<file path="src/rtl/pocket_audio_pkg.sv">
// Shared audio-path types and constants for the Pocket I2S blocks.
package pocket_audio_pkg;

   localparam int unsigned AUDIO_W    = 16;
   localparam int unsigned I2S_SLOT_W = 32;

   typedef logic [AUDIO_W-1:0] audio_sample_t;

   typedef enum logic {
      HUNT,
      RUN
   } rx_state_e;

endpackage

</file>
<file path="src/rtl/i2s_sync_edge.sv">
// Multi-stage synchronizer for a serial clock plus WIDTH level signals.
// The clock input also gets a history flop and a rising-edge strobe; the
// level inputs only pass through the synchronizer chain so they stay aligned
// with the clock. Reset is synchronous, active-low.
module i2s_sync_edge #(
   parameter int unsigned STAGES = 2,
   parameter int unsigned WIDTH  = 1
) (
   input  logic             clk_i,
   input  logic             rst_ni,
   input  logic             edge_i,
   input  logic [WIDTH-1:0] lvl_i,
   output logic             rise_o,
   output logic [WIDTH-1:0] lvl_o
);

   logic [STAGES-1:0]            edge_sync_q, edge_sync_d;
   logic                         edge_hist_q, edge_hist_d;
   logic [STAGES-1:0][WIDTH-1:0] lvl_sync_q, lvl_sync_d;

   // Shift each input one stage deeper; history tracks the last synced clock
   always_comb begin
      edge_sync_d = {edge_sync_q[STAGES-2:0], edge_i};
      edge_hist_d = edge_sync_q[STAGES-1];
      lvl_sync_d  = {lvl_sync_q[STAGES-2:0], lvl_i};
   end

   // Synchronizer and history registers
   always_ff @(posedge clk_i) begin
      if (!rst_ni) begin
         edge_sync_q <= '0;
         edge_hist_q <= 1'b0;
         lvl_sync_q  <= '0;
      end else begin
         edge_sync_q <= edge_sync_d;
         edge_hist_q <= edge_hist_d;
         lvl_sync_q  <= lvl_sync_d;
      end
   end

   // Rising edge of the synchronized clock, and the synchronized levels
   always_comb begin
      rise_o = edge_sync_q[STAGES-1] & ~edge_hist_q;
      lvl_o  = lvl_sync_q[STAGES-1];
   end

endmodule

</file>
<file path="src/rtl/pocket_i2s_rx.sv">
// I2S receiver: oversamples SCLK/LRCK/DATA in the clk_74a domain, recovers
// left/right sample pairs and emits them with a single-cycle valid strobe.
// Reset is synchronous, active-low.
module pocket_i2s_rx
   import pocket_audio_pkg::*;
#(
   parameter int unsigned DATA_W          = AUDIO_W,
   parameter int unsigned SLOT_W          = I2S_SLOT_W,
   parameter int unsigned LEFT_LRCK_LEVEL = 1,
   parameter int unsigned SYNC_STAGES     = 2,
   parameter int unsigned TIMEOUT         = 1023
) (
   input  logic              clk_74a,
   input  logic              reset_n,
   input  logic              i2s_sclk,
   input  logic              i2s_lrck,
   input  logic              i2s_data,
   output logic [DATA_W-1:0] audio_l,
   output logic [DATA_W-1:0] audio_r,
   output logic              sample_valid,
   output logic              frame_err,
   output logic              locked
);

   localparam int unsigned CNT_W = $clog2(SLOT_W + 1);
   localparam int unsigned TMO_W = $clog2(TIMEOUT + 1);

   localparam logic [CNT_W-1:0] DataCnt = CNT_W'(DATA_W);
   localparam logic [CNT_W-1:0] LastBit = CNT_W'(DATA_W - 1);
   localparam logic [CNT_W-1:0] SlotCnt = CNT_W'(SLOT_W);
   localparam logic [TMO_W-1:0] TmoMax  = TMO_W'(TIMEOUT);
   localparam logic [TMO_W-1:0] TmoLast = TMO_W'(TIMEOUT - 1);
   localparam logic             LeftLvl = (LEFT_LRCK_LEVEL != 0);

   logic       sclk_rise;
   logic [1:0] lvl_s;
   logic       lrck_s, data_s;

   rx_state_e state_q, state_d;

   logic              lrck_prev_q, lrck_prev_d;
   logic              prev_valid_q, prev_valid_d;
   logic [CNT_W-1:0]  bit_cnt_q, bit_cnt_d;
   logic [DATA_W-1:0] shreg_q, shreg_d;
   logic [DATA_W-1:0] left_hold_q, left_hold_d;
   logic              left_valid_q, left_valid_d;
   logic              right_done_q, right_done_d;
   logic [1:0]        good_frames_q, good_frames_d;
   logic [TMO_W-1:0]  tmo_q, tmo_d;
   logic [DATA_W-1:0] audio_l_q, audio_l_d;
   logic [DATA_W-1:0] audio_r_q, audio_r_d;
   logic              sample_valid_q, sample_valid_d;
   logic              frame_err_q, frame_err_d;

   logic lrck_edge;
   logic word_done;
   logic timeout_evt;
   logic capture_en;

   i2s_sync_edge #(
      .STAGES (SYNC_STAGES),
      .WIDTH  (2)
   ) u_sync (
      .clk_i  (clk_74a),
      .rst_ni (reset_n),
      .edge_i (i2s_sclk),
      .lvl_i  ({i2s_lrck, i2s_data}),
      .rise_o (sclk_rise),
      .lvl_o  (lvl_s)
   );

   // Event decode on the synchronized stream
   always_comb begin
      lrck_s      = lvl_s[1];
      data_s      = lvl_s[0];
      // The first rise after reset only seeds lrck_prev; it is not a transition
      lrck_edge   = sclk_rise && prev_valid_q && (lrck_s != lrck_prev_q);
      word_done   = sclk_rise && !lrck_edge && (bit_cnt_q == LastBit);
      // A rise in the same cycle wins over the timeout
      timeout_evt = !sclk_rise && (tmo_q == TmoLast);
   end

   // FSM state register
   always_ff @(posedge clk_74a) begin
      if (!reset_n) begin
         state_q <= HUNT;
      end else begin
         state_q <= state_d;
      end
   end

   // FSM next state: hunt for the first LRCK transition, drop back on timeout
   always_comb begin
      state_d = state_q;
      unique case (state_q)
         HUNT:    if (lrck_edge)   state_d = RUN;
         RUN:     if (timeout_evt) state_d = HUNT;
         default: state_d = HUNT;
      endcase
   end

   // FSM outputs
   always_comb begin
      capture_en = (state_q == RUN);
      locked     = capture_en && (good_frames_q == 2'd2);
   end

   // Datapath next state: bit counting, shifting, word hand-off and timeout
   always_comb begin
      lrck_prev_d    = lrck_prev_q;
      prev_valid_d   = prev_valid_q;
      bit_cnt_d      = bit_cnt_q;
      shreg_d        = shreg_q;
      left_hold_d    = left_hold_q;
      left_valid_d   = left_valid_q;
      right_done_d   = 1'b0;
      good_frames_d  = good_frames_q;
      tmo_d          = tmo_q;
      audio_l_d      = audio_l_q;
      audio_r_d      = audio_r_q;
      sample_valid_d = 1'b0;
      frame_err_d    = 1'b0;

      if (sclk_rise) begin
         tmo_d = '0;
      end else if (tmo_q != TmoMax) begin
         tmo_d = tmo_q + TMO_W'(1);
      end

      if (sclk_rise) begin
         lrck_prev_d  = lrck_s;
         prev_valid_d = 1'b1;
         // The rise that carries an LRCK change is the I2S delay slot
         if (lrck_edge) begin
            bit_cnt_d = '0;
         end else if (bit_cnt_q != SlotCnt) begin
            bit_cnt_d = bit_cnt_q + CNT_W'(1);
         end
         if (!lrck_edge && (bit_cnt_q < DataCnt)) begin
            shreg_d = {shreg_q[DATA_W-2:0], data_s};
         end
      end

      if (capture_en) begin
         if (lrck_edge && (bit_cnt_q != '0) && (bit_cnt_q < DataCnt)) begin
            frame_err_d   = 1'b1;
            left_valid_d  = 1'b0;
            good_frames_d = 2'd0;
         end
         if (word_done) begin
            if (lrck_s == LeftLvl) begin
               left_hold_d  = {shreg_q[DATA_W-2:0], data_s};
               left_valid_d = 1'b1;
            end else begin
               // Right word without a left word in this frame is dropped
               right_done_d = left_valid_q;
               left_valid_d = 1'b0;
            end
         end
      end

      // shreg still holds the right word: the next rise is several cycles away
      if (right_done_q) begin
         audio_l_d      = left_hold_q;
         audio_r_d      = shreg_q;
         sample_valid_d = 1'b1;
         if (good_frames_q != 2'd2) begin
            good_frames_d = good_frames_q + 2'd1;
         end
      end

      if (timeout_evt) begin
         left_valid_d  = 1'b0;
         good_frames_d = 2'd0;
      end
   end

   // Datapath registers
   always_ff @(posedge clk_74a) begin
      if (!reset_n) begin
         lrck_prev_q    <= 1'b0;
         prev_valid_q   <= 1'b0;
         bit_cnt_q      <= '0;
         shreg_q        <= '0;
         left_hold_q    <= '0;
         left_valid_q   <= 1'b0;
         right_done_q   <= 1'b0;
         good_frames_q  <= 2'd0;
         tmo_q          <= '0;
         audio_l_q      <= '0;
         audio_r_q      <= '0;
         sample_valid_q <= 1'b0;
         frame_err_q    <= 1'b0;
      end else begin
         lrck_prev_q    <= lrck_prev_d;
         prev_valid_q   <= prev_valid_d;
         bit_cnt_q      <= bit_cnt_d;
         shreg_q        <= shreg_d;
         left_hold_q    <= left_hold_d;
         left_valid_q   <= left_valid_d;
         right_done_q   <= right_done_d;
         good_frames_q  <= good_frames_d;
         tmo_q          <= tmo_d;
         audio_l_q      <= audio_l_d;
         audio_r_q      <= audio_r_d;
         sample_valid_q <= sample_valid_d;
         frame_err_q    <= frame_err_d;
      end
   end

   // Registered outputs
   always_comb begin
      audio_l      = audio_l_q;
      audio_r      = audio_r_q;
      sample_valid = sample_valid_q;
      frame_err    = frame_err_q;
   end

endmodule

</file>
<file path="config.mk">
export PLATFORM = sky130hd
export DESIGN_NAME = pocket_i2s_rx
export DESIGN_NICKNAME = d
export VERILOG_FILES = /design/src/rtl/pocket_audio_pkg.sv /design/src/rtl/i2s_sync_edge.sv /design/src/rtl/pocket_i2s_rx.sv
export SDC_FILE = /design/constraint.sdc
export NUM_CORES = 1
export LEC_CHECK = 0
export ABC_AREA = 1
export CORE_MARGIN = 2
export CORE_UTILIZATION = 40
export DETAILED_ROUTE_END_ITERATION = 6
export MAX_ROUTING_LAYER = met4
export PLACE_DENSITY = 0.7
export SYNTH_ARGS = -nofsm -noshare
export SYNTH_HDL_FRONTEND = slang
export SYNTH_SLANG_ARGS = --single-unit
</file>
<file path="constraint.sdc">
create_clock -name clk_74a -period 1.8 [get_ports clk_74a]
set_input_delay 0.36 -clock clk_74a [delete_from_list [all_inputs] [get_ports clk_74a]]
set_output_delay 0.36 -clock clk_74a [all_outputs]
set_load 0.03 [all_outputs]
</file>
==> results.cfg <==
[status]
outcome = complete, no violations

[die]
core_mm2 = 0.00915
io_pins = 40
initial_utilization_pct = 40.9
dieHeight_um = 101
die-area_mm2 = 0.0101
die_w_um = 101
rows = 35

[route]
met1_length_um = 3740
postRouteAntennaNets = 0
drt-wirelength-per-cell_um = 11.5
dr_wl_met2_um = 3090
drt_iter0_drc = 216
drc_errors = 0
highest_layer = met4
dr_wl_met3_um = 349
firstDrtPassIters = 4
wl_um = 7300
avgViaCountPerCell = 4.85
vias = 3071

[placed_design]
place.gp.congestion = 0.815
io_buffers = 39
placed_cells = 616
hpwl_um = 4980
dp_slack_ps = 189

[power_and_ir_drop]
p_int_mw = 2.87
pwr_density_cell_mw_per_mm2 = 842
ir_drop_mv = 0.519
clockPowerShare_pct = 37.5
cellLeakagePower_nw = 1.92
switching_share_pct = 23.3
p_sw_mw = 0.873
p_seq_share_pct = 58.2
pwr-share-comb_pct = 4.3

[logic_synthesis]
syn_area_per_cell_um2 = 7.76
synth_commonest_cells = dfxtp_1, nor2_1, nand2_1
yosys.area_share.simple_pct = 24.1
synth-compound-area-share_pct = 13.8
async_flop_share_pct = 0
synth_top_family_by_area = simple AND/OR/NAND/NOR gates
ys_ff_latch = 96
syn_nets = 491
synth_area_leader_cell = dfxtp_1
synth_most_common_cell = dfxtp_1
synth_warnings = 0
synth_area_mm2 = 0.00374
synth_edf_count = 0
yosys.area_share.adder_pct = 1.34
yosysTopAreaCellShare_pct = 51.4
synthXorXnorAreaFrac_pct = 0.702
synth.mux.area_fraction_pct = 0
ys_types = 30
synth.area.top_cells = dfxtp_1, nor2_1, o21ai_0
ys_seq_area_share_pct = 51.4
syn_inst = 482
ys.flop_type = dfxtp_1

[clock_network]
cts_buffers = 9
root_buffer = clkbuf_8
clock_path_buffers = 2
cts.sinks = 96
h-tree-depth = 3
clk_pin_slew_ps = 90
hold_buffers = 0
cts_tree = yes
insertion_delay_ps = 360

[job]
maxCapViolations = 0

[grt]
grt_pass1_wl_um = 12600
gr-usage-all-layers_pct = 16.0
grt_max_degree = 75
grt_pass1_vias = 2728
antenna_found_initial = 0
grt-ovfl-total = 0

[worst_setup_path]
cp-start-kind = flip-flop
crit_chain = clkdlybuf4s50_1
arrival_ps = 1380
critPathMaxStageDelay_ps = 680
required_ps = 1440
path_class = reg -> out
cp_max_fo = 2
crit_path_end_kind = output port
path_delay_family = buffers and inverters
path_buf_inv = 1
crit_path_top_delay_cell = clkdlybuf4s50_1

[sta]
fin_skew_ps = 9.75
setup_viol = 0
post-route-period-util_pct = 96.9
setup_tns_ps = 0
finalCriticalPeriod_ps = 1740
rsz0062_at_grt = no
setup_slack_ps = 55.8
report.final.slew_viol_count = 0
slew_headroom_pct = 68.7
fmax_mhz = 573
tightest_slew_ps = 468
hold_viol_final = 0

[worst_hold_path]
hold_class = reg -> reg

[finish]
final_cell_count_no_fill = 633
diodes = 0
nNetsFinal = 526
syn_to_final_growth_pct = 18.7
drive_above_1_share_pct = 8.62
==> layout by cell type, fill, tap and decap left out, drive strengths merged <==
master and n:
o211a 1, clkinv 2, nor3 3, nand2 63, clkbuf 11, o21ai 51
or2 2, dfxtp 96, buf 10, inv 56, nand4 5, clkdlybuf4s50 34
nor4 1, nor2 81, ha 4, xnor2 1, bufinv 1, xor2 2
nand3 44, a21oi 47, clkinvlp 2, dlymetal6s2s 3, a31oi 2
==> metal layers <==
layer,vias up,global-route usage (%)
met5,-,-
met4,0,6.95
met3,9,3.40
met2,63,22.4
met1,1376,22.1
li1,1623,-
==> repair_timing <==
item	CTS	global route
buffers inserted	0	1
pin swaps	0	1
resized for setup	1	3
setup endpoints to repair	1	6
==> power groups by stage <==
| stage | Sequential, mW | Combinational (mW) | Clock (mW) |
|---|---|---|---|
| 2_1_floorplan | 2.22 | 0.117 | 0 |
| 3_3_place_gp | 2.22 | 0.155 | 0 |
| 3_5_place_dp | 2.23 | 0.161 | 0 |
| 4_1_cts | 2.18 | 0.161 | 1.45 |
| 5_1_grt | 2.18 | 0.184 | 1.53 |
| 6_report | 2.18 | 0.161 | 1.40 |
==> stage by stage <==
step                power (mW)  hold WS (ps)  cell area, µm²  utilization, %
global route              3.89           434            4440            48.5
global placement          2.38           393            4210            46.0
finish                    3.74           420            4440            48.5
detailed placement        2.39           401            4210            46.0
floorplan                 2.34           390            3740               -
CTS                       3.79           424            4410            48.2
==> state kept, by name (all words and copies together) (netlist names), 2 cells and up <==
| name | cells |
|---|---|
| audio_l | 16 |
| audio_r | 16 |
| left_hold_q | 16 |
| shreg_q | 16 |
| tmo_q | 10 |
| bit_cnt_q | 6 |
| good_frames_q | 2 |
| u_sync.edge_sync_q | 2 |
| u_sync.lvl_o | 2 |
| u_sync.lvl_sync_d | 2 |
==> layout make-up <==
class	instances	area (µm²)
fill	888	4710
sequential	96	1920
multi-input combinational	307	1500
timing repair buffer	47	475
inverter	56	210
tap	111	139
clock buffer	11	131
clock inverter	5	65.1
==> logic make-up (layout without fill, tap and decap cells) <==
family                   Yosys count  after routing
adder cells (fa/ha/maj)            4              4
XOR/XNOR                           3              3
AO/OA/AOI/OAI                    101            101
flip-flops                        96             96
buffers and inverters             79            119
AND/OR/NAND/NOR                  199            199
==> worst paths after layout <==
check | from | endpoint | slack, ps | cells after the start
max | audio_r[0] | audio_r[0] | 60 | 1
max reg2reg | u_sync.lvl_o[1] | left_hold_q[2] | 250 | 8
min | u_sync.edge_sync_q[0] | u_sync.edge_sync_q[1] | 420 | 2
min reg2reg | u_sync.edge_sync_q[0] | u_sync.edge_sync_q[1] | 420 | 2
Note: power is estimated with default switching activity, not from simulation.
